--- config.mk ---
export PLATFORM = sky130hd
export DESIGN_NAME = vx_bits_insert_buf
export DESIGN_NICKNAME = d
export VERILOG_FILES = /design/src/rtl/vx_bits_insert_buf.sv
export SDC_FILE = /design/constraint.sdc
export NUM_CORES = 1
export LEC_CHECK = 0
export ABC_AREA = 0
export BUFFER_PORTS_ARGS = -buffer_cell sky130_fd_sc_hd__buf_2
export CORE_MARGIN = 2
export CORE_UTILIZATION = 45
export CTS_CLUSTER_SIZE = 20
export DETAILED_ROUTE_END_ITERATION = 12
export PLACE_DENSITY = 0.68
export SYNTH_ARGS = -nofsm -noshare
export SYNTH_HDL_FRONTEND = slang
export SYNTH_SLANG_ARGS = --single-unit
--- constraint.sdc ---
create_clock -name clk -period 1.62 [get_ports clk]
set_input_delay 0.324 -clock clk [delete_from_list [all_inputs] [get_ports clk]]
set_output_delay 0.324 -clock clk [all_outputs]
set_load 0.02 [all_outputs]
--- src/rtl/vx_bits_insert_buf.sv ---
// Inserts an S-bit field into an N-bit payload at bit POS behind a registered skid buffer.
// Optional macro VX_BITS_INSERT_SEQ_EN: the field comes from an internal accept-sequence counter.
module vx_bits_insert_buf #(
  parameter int N   = 8,
  parameter int S   = 1,
  parameter int POS = 0
) (
  input  logic             clk,
  input  logic             reset_n,
  input  logic             valid_in,
  output logic             ready_in,
  input  logic [N-1:0]     data_in,
  input  logic [S-1:0]     bits_in,
  output logic             valid_out,
  input  logic             ready_out,
  output logic [N+S-1:0]   data_out
);

  localparam int W = N + S;

  generate
    if (N < 1 || S < 1 || POS < 0 || POS > N) begin : g_bad_param
      $error("vx_bits_insert_buf: illegal parameters N=%0d S=%0d POS=%0d", N, S, POS);
    end
  endgenerate

  // Bits below POS stay put, bits at or above POS move up by S, the field fills the gap.
  function automatic logic [W-1:0] insert_field(input logic [N-1:0] d, input logic [S-1:0] f);
    logic [W-1:0] ext_d;
    logic [W-1:0] ext_f;
    logic [W-1:0] lo_mask;
    ext_d   = {{S{1'b0}}, d};
    ext_f   = {{N{1'b0}}, f};
    lo_mask = (W'(1'b1) << POS) - W'(1'b1);
    return (ext_d & lo_mask) | ((ext_d & ~lo_mask) << S) | (ext_f << POS);
  endfunction

  typedef enum logic [1:0] {
    ST_EMPTY = 2'd0,
    ST_ONE   = 2'd1,
    ST_TWO   = 2'd2
  } state_e;

  state_e         state_q;
  logic [W-1:0]   main_q;
  logic [W-1:0]   skid_q;
  logic           main_valid_q;
  logic           skid_valid_q;

  logic           accept_s;
  logic           emit_s;
  logic [S-1:0]   field_s;
  logic [W-1:0]   ins_s;

`ifdef VX_BITS_INSERT_SEQ_EN
  logic [S-1:0]   seq_q;
  logic           unused_bits_s;

  assign unused_bits_s = ^bits_in;

  // Sequence counter: current value tags the accepted beat, then advances.
  always_ff @(posedge clk or negedge reset_n) begin
    if (!reset_n) begin
      seq_q <= {S{1'b0}};
    end else if (accept_s) begin
      seq_q <= seq_q + S'(1'b1);
    end else begin
      seq_q <= seq_q;
    end
  end
`endif

  // Handshake qualification and the widened beat to be stored on accept.
  always_comb begin
    accept_s = valid_in && !skid_valid_q;
    emit_s   = main_valid_q && ready_out;
`ifdef VX_BITS_INSERT_SEQ_EN
    field_s  = seq_q;
`else
    field_s  = bits_in;
`endif
    ins_s    = insert_field(data_in, field_s);
  end

  // Elastic stage FSM; main register feeds the outputs, skid catches the beat accepted under stall.
  always_ff @(posedge clk or negedge reset_n) begin
    if (!reset_n) begin
      state_q      <= ST_EMPTY;
      main_q       <= {W{1'b0}};
      skid_q       <= {W{1'b0}};
      main_valid_q <= 1'b0;
      skid_valid_q <= 1'b0;
    end else begin
      case (state_q)
        ST_EMPTY: begin
          if (accept_s) begin
            main_q       <= ins_s;
            main_valid_q <= 1'b1;
            state_q      <= ST_ONE;
          end else begin
            state_q      <= ST_EMPTY;
          end
        end
        ST_ONE: begin
          if (accept_s && emit_s) begin
            main_q       <= ins_s;
            state_q      <= ST_ONE;
          end else if (accept_s) begin
            skid_q       <= ins_s;
            skid_valid_q <= 1'b1;
            state_q      <= ST_TWO;
          end else if (emit_s) begin
            main_valid_q <= 1'b0;
            state_q      <= ST_EMPTY;
          end else begin
            state_q      <= ST_ONE;
          end
        end
        ST_TWO: begin
          if (emit_s) begin
            main_q       <= skid_q;
            skid_valid_q <= 1'b0;
            state_q      <= ST_ONE;
          end else begin
            state_q      <= ST_TWO;
          end
        end
        default: begin
          // Unreachable encoding: fall back to a clean empty buffer.
          main_valid_q <= 1'b0;
          skid_valid_q <= 1'b0;
          state_q      <= ST_EMPTY;
        end
      endcase
    end
  end

  assign ready_in  = !skid_valid_q;
  assign valid_out = main_valid_q;
  assign data_out  = main_q;

endmodule

==> results.md <==
- Status: finished clean
- Clock Tree Root: clkbuf_4
- Crit end category: register
- Port Buf Inserts: 23
- Register Area: 551 sq um
- Die width: 53.0 microns
- Worst Slack Setup Final: 35.3 ps
- Core footprint: 2230 sq um
- Starting Density: 48.4%
- CTS tree: built
- RSZ-0062 raised after global routing: false
- Top FF cell, synth: dfrtp_1
- Leading cell types by total area after synthesis: dfrtp_1 51%, mux2_4 25%, mux2_2 9.4%
- Chip Height: 53.0 microns
- Post-route core utilization: 61.3%
- Slowest cell on crit path: dfrtp_1
- Yosys Warn Count: 0
- Static Leak: 0.702 nW
- Max-cap violations: 0
- Avg WL per Cell: 14.7 microns
- Largest net degree at the start of global routing: 23
- Die area: 2810 sq um
- First-pass GRT wire length: 3090 microns
- Crit path largest cell delay: 400 ps
- Mapped cell area: 1080 sq um
- # diodes: 0
- Cts bufs inserted: 3
- Worst Setup SP: skid_valid_q$_DFFE_PN0P_
- Worst-path cell chain: nand2b_4 -> buf_4 -> or3_4 -> clkbuf_16 -> mux2_4
- Detailed Route Iter0 Violations: 6
- Max-slew violation count: 0
- Fmax: 0.631 GHz
- Number of synthesized register bits: 22
- Longest Clk Path Bufs: 2
- DR pass1 iterations: 4
- Initial antenna violation count: 0
- # DRC: 0
- Drt via density: 4.93
- Worst-path maximum fanout: 5
- GPL Wtd Cong: 0.692
- DR vias: 670
- Library cells used by synthesis: 20
- Clk_skew: 13.6 ps
- Multiplexer share of the synthesized area: 34.4%
- TritonCTS Sinks: 22
- Dominant cell type by area after synthesis: dfrtp_1
- Worst path required time: 1850 ps
- Syn avg cell area: 14.8 sq um
- Peak supply drop: 1.06 mV
- Most common cell in the netlist: dfrtp_1
- Pre-CTS WS: -62.3 ps
- Most instantiated cells after synthesis: 22 x dfrtp_1, 18 x mux2_4, 9 x mux2_2, 3 x inv_1, 3 x o21ai_0
- ANT nets after route: 0
- Seq/Total Area, Yosys: 50.9%
- DP Cell Count: 130
- Grt ovf: 0
- Gate Count Post-Synth: 73
- Share of layout cells above drive strength 1: 63.9%
- Tmin final: 1580 ps
- Fillcell total: 190
- # setup viols final: 0
- CP arrival: 1810 ps
- Post-synthesis compound-gate area fraction: 4.63%
- XOR/XNOR share of the synthesized area: 0.810%
- Io pins: 24
- Nets: 122
- Share of Yosys cell area claimed by the top area cell type: 50.9%
- Vias in the first global route: 642
- Crit share post-route: 97.8%
- Final total power: 2.54 mW
- Hold Crit Start: data_in[3]
- Pin slew with the least headroom to its limit: 484 ps
- Post-DP HPWL: 1360 microns
- Simple-gate share of the synthesized area: 5.44%
- Min-Delay Path Class: in -> reg
- Startpoint Class: register
- Worst hold slack: 229 ps
- Combined area of the multi-input logic cells: 495 sq um
- GRT Total Usage: 16.5%
- Syn Nets: 86
- Async set or reset register ratio after synthesis: 100%
- Worst r2r src: skid_valid_q$_DFFE_PN0P_
- H-tree depth: 1
- Hold Vio Cnt, Final: 0
- Number of synthesized flops with an enable pin: 0
- Worst-path clk slew: 140 ps
- Setup CP Type: reg -> reg
- Largest family of logic cells by synthesized area: multiplexers
- Pwr/cell area: 1850 nW/um^2
- Max-slew headroom: 67.7%
- Post-CTS Repair Setup Buffers: 0
- Clk_lat worst skew: 330 ps
- Routed wire length: 2000 microns
- Row count: 17
- Synth Area in Adders: 0%
- Area grow syn2layout: 26.7%
- Non-filler cells, final: 136
[where the power goes]
| group | switching [mW] | internal [mW] | total [mW] |
|---|---|---|---|
| logic | 0.473 | 0.659 | 1.13 |
| registers | 0.157 | 0.813 | 0.971 |
| clock network | 0.185 | 0.251 | 0.435 |
| total | 0.815 | 1.72 | 2.54 |
[registers in the layout, indices dropped and copies added (netlist names)]
name          count
state_q           2
valid_out         1
skid_valid_q      1
skid_q            9
data_out          9
[per-layer routing]
layer  part of all wire, %  GRT usage [%]
met1                    47           22.3
met3                   3.9           3.39
met5                     0              0
met4                   3.0           12.8
met2                    46           22.7
[cells by family (layout without fill, tap and decap cells)]
group | count (synthesis) | in the layout
multiplexers | 27 | 27
flip-flops | 22 | 22
AND/OR/NAND/NOR | 9 | 9
XOR/XNOR | 1 | 1
AO/OA/AOI/OAI | 8 | 8
buffers and inverters | 6 | 41
[cell type report]
cell class	count	share of cell area (%)
inverters	3	0.822
flip-flops and latches	22	40.2
clock buffers	3	1.64
well taps	28	2.56
clock inverters	1	2.19
repair buffers	34	16.4
multi-input cells	45	36.2
[placed cells by master, fill, tap and decap left out, types with 2 or more instances in the layout]
cell      instances
buf_2            23
clkbuf_4          3
o22ai_1           2
o21ai_0           3
buf_4             8
mux2_2            9
dfrtp_1          22
nor2_1            2
mux2_4           18
inv_1             3
[metrics by stage]
| stage | setup TNS [ps] | area (sq um) |
|---|---|---|
| after floorplan | 0 | 1080 |
| after global placement | -268 | 1270 |
| after detailed placement | -507 | 1270 |
| after CTS | 0 | 1330 |
| after global routing | 0 | 1370 |
| final | 0 | 1370 |
[critical path, delay by kind of cell, from the launching register on]
kind / cells / cell delay (ps)
mux: 1 / 290
simple gates: 2 / 500
buf+inv: 2 / 300
flops: 1 / 400
[worst paths after layout]
| path | endpoint | slack, ps | cells after the start |
|---|---|---|---|
| max | skid_q[5]$_DFFE_PN0P_ | 40 | 5 |
| max in group asynchronous | skid_valid_q$_DFFE_PN0P_ | 810 | 2 |
| max reg2reg | skid_q[5]$_DFFE_PN0P_ | 40 | 5 |
| min in group asynchronous | data_out[6]$_DFFE_PN0P_ | 460 | 2 |
| min reg2reg | skid_q[5]$_DFFE_PN0P_ | 530 | 1 |
| min | skid_q[4]$_DFFE_PN0P_ | 230 | 2 |
[repair_timing]
| action | CTS | global route |
|---|---|---|
| hold endpoints to repair | 22 | 0 |
| hold buffers | 1 | 0 |
| gates resized for setup | 1 | 3 |
| cloned | 0 | 1 |
| endpoints found under the setup margin | 9 | 3 |
No activity file was read; power rests on OpenSTA's default activity.
